--- src/rtl/rank_reader_pkg.sv ---
// -----------------------------------------------------------------------------
// rank_reader_pkg
//   Shared scheduler definitions used by the rank pipes and the rank reader:
//   default field widths, default PIFO capacity, the skid-buffer and head-action
//   state encodings, and a constant-friendly ceil(log2) helper.
//   No ports (package).
// -----------------------------------------------------------------------------
package rank_reader_pkg;

  localparam int RANK_WIDTH_DEF = 16;
  localparam int META_WIDTH_DEF = 16;
  localparam int PIFO_DEPTH_DEF = 64;

  // Fill state of the two-entry skid buffer.
  typedef enum logic [1:0] {
    BUF_EMPTY = 2'd0,
    BUF_ONE   = 2'd1,
    BUF_TWO   = 2'd2
  } buf_state_t;

  // What the reader does with the buffer head in the current cycle.
  typedef enum logic [1:0] {
    HEAD_IDLE   = 2'd0,  // nothing buffered (or in reset)
    HEAD_HOLD   = 2'd1,  // PIFO busy, or full with stall policy
    HEAD_INSERT = 2'd2,  // head goes into the PIFO
    HEAD_DROP   = 2'd3   // PIFO full, head discarded
  } head_action_t;

  // ceil(log2(value)); 0 for value <= 1. Loop bound is constant so this is
  // usable in parameter expressions and elaborates to nothing.
  function automatic int clog2(input int value);
    int result;
    result = 0;
    for (int i = 0; i < 31; i++) begin
      if ((1 << i) < value) begin
        result = i + 1;
      end
    end
    return result;
  endfunction

endpackage : rank_reader_pkg

--- src/rtl/rank_skid_buf.sv ---
// -----------------------------------------------------------------------------
// rank_skid_buf
//   Two-entry FIFO (head, tail) holding packed {rank, meta} entries between the
//   rank pipe output and the PIFO insert port. Strict FIFO order. A push while
//   full and a pop while empty are ignored; the caller gates both.
//
//   Ports
//     clk        in   clock, all state on rising edge
//     rst        in   synchronous active-high reset, empties the buffer
//     push       in   write push_data this cycle
//     push_data  in   WIDTH  entry to write
//     pop        in   consume the head entry this cycle
//     head_data  out  WIDTH  current head entry (undefined when empty)
//     full       out  both entries occupied
//     empty      out  no entry occupied
// -----------------------------------------------------------------------------
module rank_skid_buf
  import rank_reader_pkg::*;
#(
  parameter int WIDTH = 32
) (
  input  logic             clk,
  input  logic             rst,
  input  logic             push,
  input  logic [WIDTH-1:0] push_data,
  input  logic             pop,
  output logic [WIDTH-1:0] head_data,
  output logic             full,
  output logic             empty
);

  buf_state_t       state_q, state_d;
  logic [WIDTH-1:0] head_q, head_d;
  logic [WIDTH-1:0] tail_q, tail_d;

  assign full      = (state_q == BUF_TWO);
  assign empty     = (state_q == BUF_EMPTY);
  assign head_data = head_q;

  // NOTE: every output of this block gets a default before the case, so no
  // path leaves a signal unassigned and no latch is inferred.
  always_comb begin
    state_d = state_q;
    head_d  = head_q;
    tail_d  = tail_q;
    unique case (state_q)
      BUF_EMPTY: begin
        if (push) begin
          head_d  = push_data;
          state_d = BUF_ONE;
        end
      end
      BUF_ONE: begin
        if (push && pop) begin
          // Head leaves and the new entry takes its place; count unchanged.
          head_d = push_data;
        end else if (push) begin
          tail_d  = push_data;
          state_d = BUF_TWO;
        end else if (pop) begin
          state_d = BUF_EMPTY;
        end
      end
      BUF_TWO: begin
        // Full: push is blocked upstream, only a pop can happen.
        if (pop) begin
          head_d  = tail_q;
          state_d = BUF_ONE;
        end
      end
      default: begin
        state_d = BUF_EMPTY;
      end
    endcase
  end

  // NOTE: registers use non-blocking assignments so every flop samples the
  // values from before the edge, independent of statement order.
  always_ff @(posedge clk) begin
    if (rst) begin
      state_q <= BUF_EMPTY;
    end else begin
      state_q <= state_d;
    end
  end

  // NOTE: the data registers are deliberately not reset; the fill state alone
  // says whether they hold anything, and consumers mask them when empty.
  always_ff @(posedge clk) begin
    head_q <= head_d;
    tail_q <= tail_d;
  end

endmodule : rank_skid_buf

--- src/rtl/rank_reader.sv ---
// -----------------------------------------------------------------------------
// rank_reader
//   Pulls ranked entries from the rank pipe output into a two-entry skid
//   buffer and pushes them into a downstream PIFO. Tracks the PIFO fill level
//   from its own inserts and the PIFO's dequeue pulses; when the PIFO is full
//   the head is either dropped or held, depending on DROP_WHEN_FULL.
//
//   Ports
//     clk            in   sole clock
//     rst            in   synchronous active-high reset
//     up_valid       in   rank pipe holds a ranked entry
//     up_remove      out  pop strobe to the rank pipe (fall-through)
//     up_rank        in   RANK_WIDTH  rank of upstream head
//     up_meta        in   META_WIDTH  metadata of upstream head
//     pifo_busy      in   PIFO cannot accept an insert this cycle
//     pifo_insert    out  insert strobe to the PIFO
//     pifo_rank      out  RANK_WIDTH  rank presented with the insert
//     pifo_meta      out  META_WIDTH  metadata presented with the insert
//     pifo_deq       in   PIFO removed one entry this cycle
//     occupancy      out  tracked PIFO fill level
//     insert_count   out  CNT_WIDTH  saturating count of inserts
//     drop_count     out  CNT_WIDTH  saturating count of drops
//     underflow_err  out  sticky: dequeue seen with nothing tracked
// -----------------------------------------------------------------------------
module rank_reader
  import rank_reader_pkg::*;
#(
  parameter int RANK_WIDTH     = RANK_WIDTH_DEF,
  parameter int META_WIDTH     = META_WIDTH_DEF,
  parameter int PIFO_DEPTH     = PIFO_DEPTH_DEF,
  parameter int DROP_WHEN_FULL = 1,
  parameter int CNT_WIDTH      = 32,
  localparam int OCC_WIDTH     = clog2(PIFO_DEPTH + 1)
) (
  input  logic                  clk,
  input  logic                  rst,
  input  logic                  up_valid,
  output logic                  up_remove,
  input  logic [RANK_WIDTH-1:0] up_rank,
  input  logic [META_WIDTH-1:0] up_meta,
  input  logic                  pifo_busy,
  output logic                  pifo_insert,
  output logic [RANK_WIDTH-1:0] pifo_rank,
  output logic [META_WIDTH-1:0] pifo_meta,
  input  logic                  pifo_deq,
  output logic [OCC_WIDTH-1:0]  occupancy,
  output logic [CNT_WIDTH-1:0]  insert_count,
  output logic [CNT_WIDTH-1:0]  drop_count,
  output logic                  underflow_err
);

  typedef struct packed {
    logic [RANK_WIDTH-1:0] rank;
    logic [META_WIDTH-1:0] meta;
  } entry_t;

  localparam logic [OCC_WIDTH-1:0] DEPTH_LIMIT = OCC_WIDTH'(PIFO_DEPTH);

  entry_t       up_entry;
  entry_t       head_entry;
  logic         buf_full;
  logic         buf_empty;
  logic         head_valid;
  logic         has_room;
  logic         head_drop;
  logic         head_consume;
  head_action_t head_action;

  assign up_entry   = '{rank: up_rank, meta: up_meta};
  assign head_valid = !buf_empty;

  // Fall-through pop: the rank pipe drops its entry in the same cycle we
  // assert up_remove, so the strobe must only depend on our own full flag.
  assign up_remove = up_valid && !buf_full && !rst;

  // A dequeue in this cycle frees a slot that the insert may reuse.
  assign has_room = (occupancy < DEPTH_LIMIT) || pifo_deq;

  always_comb begin
    head_action = HEAD_IDLE;
    if (!rst && head_valid) begin
      if (pifo_busy) begin
        head_action = HEAD_HOLD;
      end else if (has_room) begin
        head_action = HEAD_INSERT;
      end else if (DROP_WHEN_FULL != 0) begin
        head_action = HEAD_DROP;
      end else begin
        head_action = HEAD_HOLD;
      end
    end
  end

  assign pifo_insert  = (head_action == HEAD_INSERT);
  assign head_drop    = (head_action == HEAD_DROP);
  assign head_consume = pifo_insert || head_drop;

  assign pifo_rank = (head_valid && !rst) ? head_entry.rank : '0;
  assign pifo_meta = (head_valid && !rst) ? head_entry.meta : '0;

  rank_skid_buf #(
    .WIDTH ($bits(entry_t))
  ) u_skid (
    .clk       (clk),
    .rst       (rst),
    .push      (up_remove),
    .push_data (up_entry),
    .pop       (head_consume),
    .head_data (head_entry),
    .full      (buf_full),
    .empty     (buf_empty)
  );

  // Tracked PIFO fill level. Inserts are gated by has_room, so the count can
  // never pass PIFO_DEPTH; a dequeue with nothing tracked leaves it at zero.
  always_ff @(posedge clk) begin
    if (rst) begin
      occupancy <= '0;
    end else begin
      unique case ({pifo_insert, pifo_deq})
        2'b10:   occupancy <= occupancy + OCC_WIDTH'(1);
        2'b01:   if (occupancy != '0) occupancy <= occupancy - OCC_WIDTH'(1);
        default: occupancy <= occupancy;
      endcase
    end
  end

  // A dequeue paired with an insert at zero is a balanced insert+deq, not an
  // underflow.
  always_ff @(posedge clk) begin
    if (rst) begin
      underflow_err <= 1'b0;
    end else if (pifo_deq && !pifo_insert && (occupancy == '0)) begin
      underflow_err <= 1'b1;
    end
  end

  // Statistics saturate at all-ones instead of wrapping.
  always_ff @(posedge clk) begin
    if (rst) begin
      insert_count <= '0;
      drop_count   <= '0;
    end else begin
      if (pifo_insert && (insert_count != '1)) begin
        insert_count <= insert_count + CNT_WIDTH'(1);
      end
      if (head_drop && (drop_count != '1)) begin
        drop_count <= drop_count + CNT_WIDTH'(1);
      end
    end
  end

endmodule : rank_reader

--- config.mk ---
export PLATFORM = sky130hd
export DESIGN_NAME = rank_reader
export DESIGN_NICKNAME = d
export VERILOG_FILES = /design/src/rtl/rank_reader_pkg.sv /design/src/rtl/rank_skid_buf.sv /design/src/rtl/rank_reader.sv
export SDC_FILE = /design/constraint.sdc
export NUM_CORES = 1
export LEC_CHECK = 0
export CORE_ASPECT_RATIO = 0.8
export CORE_MARGIN = 1.5
export CORE_UTILIZATION = 55
export DETAILED_ROUTE_END_ITERATION = 7
export GPL_TIMING_DRIVEN = 0
export PLACE_DENSITY = 0.91
export SLEW_MARGIN = 20
export SYNTH_ARGS = -nofsm -noshare
export SYNTH_HDL_FRONTEND = slang
export SYNTH_SLANG_ARGS = --single-unit
--- constraint.sdc ---
create_clock -name clk -period 5.4 [get_ports clk]
set_input_delay 0.81 -clock clk [delete_from_list [all_inputs] [get_ports clk]]
set_output_delay 0.81 -clock clk [all_outputs]
set_load 0.03 [all_outputs]
# Word level (Yosys, flattened, before mapping)
# Cells that the tools add are included.
# Widths: inputs -> output; s select.
# word_totals
latch_bits	0
memories	0
mem_bits_rw	0
mem_bits_ro	0
word_cells	67
inputBits	37
out_inout_bits	106
register_bits	138
# op_classes
n_shift	0
n_reduce_logical	23
n_bitwise	1
n_eq_ne	14
mux	17
addsub	4
div	0
order_cmp	1
n_mul	0
# ops
cell	count
$mux 32	3
$pmux 32 s3	1
$add 32x1->32 const B	2
$ne 32x32->1 const B	2
$mux 16	2
$mux 2	7
$pmux 7 s2	1
$eq 2x2->1 const B	4
$logic_and 1x1->1	8
$reduce_and 4->1	2
$add 7x1->7 const B	1
$logic_not 7->1	1
$lt 7x7->1 const B	1
$mux 7	1
$reduce_bool 7->1	1
$sub 7x1->7 const B	1
$ne 2x1->1 const B	3
$pmux 2 s3	1
$eq 2x1->1 const B	2
$logic_not 1->1	4
$ne 2x2->1 const B	2
$ne 3x1->1 const B	1
$reduce_and 3->1	1
$reduce_bool 3->1	1
other kinds (6)	7

# Depth between registers and ports, before layout
# logic_depth
word_depth	11
mapped_depth	9
mapped_depth_nobuf	8

# Cells and area by module
# Synthesis repeated with hierarchy kept, for this count alone.
# unflattened
hier_cells	611
hier_area_um2	6600.1
# by_module_without_submodules
mod	cells_each	area_each_um2	n_inst
rank_reader	497	4047.6	1
rank_skid_buf	114	2552.4	1

# Worst setup path before layout
# Ideal clock, no wire load.
# synth_path
path_type	input-to-reg
from	in rst
to	reg u_skid.tail_q[0] (enable)
cell_stages	4
setup_ns	0.461
slack_ns	1.467
arrival_ns	3.472
required_ns	4.939
n_path_buf	1
cell_sequence	clkbuf_1 inv_1 nand2_1 nor3_1
# synth_via
elab_chain_cells	8
# synth_lines
item	line_no	text
from (decl)	rank_reader.sv:36	input logic rst,
$logic_not 1->1 *	rank_reader.sv:74, rank_reader.sv:81	
$logic_and 1x1->1	rank_reader.sv:81	if (!rst && head_valid) begin
$mux 2	rank_reader.sv:81	
$eq 2x2->1 (on tied branches)	rank_reader.sv:94, rank_reader.sv:95	
$logic_or 1x1->1	rank_reader.sv:96	assign head_consume = pifo_insert || head_drop;
$logic_and 1x1->1	rank_skid_buf.sv:54	if (push && pop) begin
$not 1->1 (no source line)	n/a	
$reduce_and 3->1 (no source line) *	n/a	
to (signal assigned)	rank_skid_buf.sv:91	tail_q <= tail_d;
to (decl)	rank_skid_buf.sv:34	logic [WIDTH-1:0] tail_q, tail_d;
# Every way passes the cells marked *; elsewhere a longest branch is shown, timed or not.
# A chain may end at the register's enable or synchronous reset.

# Worst setup path in the final report
# layout_path
from	in rst
to	out up_remove
# layout_via
elab_chain_cells	2
# layout_lines
item	line_no	text
$logic_not 1->1	rank_reader.sv:74	assign up_remove = up_valid && !buf_full && !rst;
$logic_and 1x1->1	rank_reader.sv:74	
to (decl)	rank_reader.sv:38	output logic up_remove,
# Every way passes these cells.

==> metrics <==
sequential power share ~44%; R2R depth 7; Hold Buf Count CTS 0; Final Max Slew Viols 0; Int Pwr ~2000 uW; post-CTS setup buffers 0; Req. time, crit path approximately 4.6 ns; DRT iter0 DRCs 500; Final HPWL DP between 10,000 and 15,000 um; Starting Density 55.98%; Syn Std Cell Area 6399 um2; dpl cells slightly above 900; EDFF count, synth between 60 and 70; clock skew 0.01106 ns; RSZ-0062 raised after global routing false; PnR worst setup slack ~1.4 ns; crit end category primary output; clock share of power just over 40%; total CTS buffers 17; max frequency about 250 MHz; Routed Wire Length ~17,000 um; Max IR drop VDD around 240 uV; Via density approximately 6.2; syn_nets about 650; startpoint types input port; Final #Nets 816; Hold Crit Depth 2; register area share after synthesis 53.19%; DIE AREA around 12,000 um2; first drt pass iteration count 6; Synth Warn # 0; Hold Fails Final Rpt 0; mean post-synth cell area between 10 and 15 um2; critical path class input port to primary output; CTS resizes 0; largest net degree at the start of global routing 22; Static Leak approximately 0.0028 uW; TritonCTS clock tree done; top-level I/O count 143; Comb pwr share 15.8%; Distinct cells, synth 48; Slew @ Worst Pin between 0.8 and 0.9 ns; CP arrival about 3.2 ns; ant diodes 0; Psw 740.0 uW; Design Area, Final roughly 8600 um2; Residual DRC 0; ys async rst share 0%; Core Rows 35; Yosys reg bits 138; clock sinks roughly 140; Synth area leader edfxtp_1; Die Wd 123.6 um; pre-CTS WS 1.447 ns; fin cells ~940; Layout area overhead 34.69%; first-pass GRT wire length ~27,000 um; Min Hold Slack 0.4955 ns; prevailing post-synth register cell dfxtp_1; switch share a little over a quarter; Power Dens Cells about 310 nW/um2; Core Box Area around 11,000 um2; Synth top area share approximately 30%; Min-Delay Endpoint insert_count[11]$_SDFFE_PP0P_; reg-to-reg endpoint occupancy[6]$_SDFFE_PP0P_; min-delay worst type register to register; reg-to-reg critical path startpoint u_skid.state_q[0]$_SDFFE_PP0P_; vias in the first global route 5,370; initial antenna violation count 0; critical path peak fanout 10; outcome finished clean; largest cells by area after synthesis edfxtp_1 (30%), dfxtp_1 (23%), mux2_2 (6.7%), a21oi_1 (4.5%), and2_1 (3.5%); hold_sp insert_count[11]$_SDFFE_PP0P_; Tmin final 3.987 ns; commonest non-fill, non-tap cell in the layout clkdlybuf4s50_1; CTS Root Buffer Type clkbuf_16; Clk Latency, worst-skew pair ~0.42 ns; Port Buffers between 100 and 150; ratio of cells with drive above 1 in the final layout about 12%; commonest non-fill, non-tap cells in the layout clkdlybuf4s50_1 (141), dfxtp_1 (74), edfxtp_1 (64); Setup-failing EPs final 0; vias slightly below 6,000; global route total overflow 0; # H-tree levels 4; WL/cell around 19 um; flop2flop setup slack ~2.7 ns; DP Area slightly above 8000 um2; fin crit share 73.83%; clk buf depth 2; worst relative slew slack roughly 44%; total track usage roughly 29%; max cap viols 0; post-synthesis cell count 612; Final ANT Viol Nets 0; die height around 99 um; gpl congestion roughly 0.88; clk slew on worst S/H paths 0.06 ns
==> cell usage after synthesis, types with 2 or more instances <==
master	number
o21a_1	5
nor2_1	32
and2_1	36
inv_1	10
xor2_1	4
nor3_1	6
nand4_2	2
o21ai_0	28
a2111oi_0	4
or3_1	31
and4_1	7
nor2b_1	9
and3_1	6
a21oi_1	58
mux2_2	38
nor4_1	8
or2_2	2
nand4_1	15
buf_1	2
o31a_1	3
mux2i_1	3
edfxtp_1	64
nand2_1	33
dfxtp_1	74
buf_2	8
buf_4	4
xnor2_1	5
o31ai_1	22
nor3b_1	2
nand3_1	25
or4_1	30
clkbuf_1	18
ha_1	3
==> worst max-delay path by stage <==
stage | startpoint | cells past startpoint | slack, ns | end
after CTS | rst | 6 | 1.45 | up_remove
after global placement | rst | 5 | -0.57 | u_skid.tail_q[20]$_DFFE_PP_
after floorplan | rst | 4 | 1.47 | u_skid.tail_q[0]$_DFFE_PP_
final | rst | 6 | 1.41 | up_remove
after global routing | rst | 6 | 1.35 | up_remove
after detailed placement | rst | 6 | 1.45 | up_remove
==> metrics by stage <==
step                      utilization, %  total power [uW]  TNS (ns)
after detailed placement           70.56              1608         0
after global placement             69.95              1588    -18.16
final                              75.40              2698         0
after floorplan                        -              1449         0
after CTS                          75.40              2700         0
after global routing               75.40              2783         0
==> cell families after synthesis <==
| logic type | after synthesis | share of synthesized area, % |
|---|---|---|
| muxes | 41 | 7.157 |
| DFF | 138 | 53.19 |
| xor gates and xnor gates | 9 | 1.232 |
| AOI/OAI and AO/OA | 130 | 12.32 |
| adders and majority gates | 3 | 0.5867 |
| buffers and inverters | 43 | 2.933 |
| and+or+nand+nor | 248 | 22.59 |
==> registers in the layout, indices dropped and copies added, names as in the netlist <==
name              flops
insert_count         32
drop_count           32
u_skid.state_q        2
u_skid.head_data     32
u_skid.tail_q        32
underflow_err         1
occupancy             7
==> power groups by stage <==
stage	logic (uW)	registers, uW	clock network [uW]
3_5_place_dp	412	1200	0
3_3_place_gp	395	1190	0
4_1_cts	423	1170	1100
6_report	426	1180	1100
5_1_grt	452	1180	1150
2_1_floorplan	214	1240	0
==> area by class of cell <==
type,count,area [um2]
multi-input cells,431,2820
fillers,769,2811
repair buffers,145,1469
flip-flops and latches,138,3403
clock buffers,18,429.2
clock inverters,14,123.9
well taps,148,185.2
plain buffers,33,150.1
inverters,10,37.54
==> routing by layer <==
| metal | GRT usage, % | part of all wire, % | wire length (um) | up-vias |
|---|---|---|---|---|
| li1 | - | - | - | 2647 |
| met1 | 38.30 | 42 | 7225 | 2790 |
| met2 | 44.50 | 49 | 8474 | 280 |
| met3 | 5.791 | 6.4 | 1105 | 58 |
| met4 | 13.26 | 3.1 | 534 | 0 |
| met5 | 0 | 0 | 0 | - |
==> critical path, cell delays in order <==
cell             delay [ns]
clkdlybuf4s50_1        0.67
clkbuf_1               0.49
inv_1                  0.32
nand2_1                0.18
nor2_1                 0.06
clkdlybuf4s50_1        0.65
Note: power is estimated with default switching activity, not from simulation.
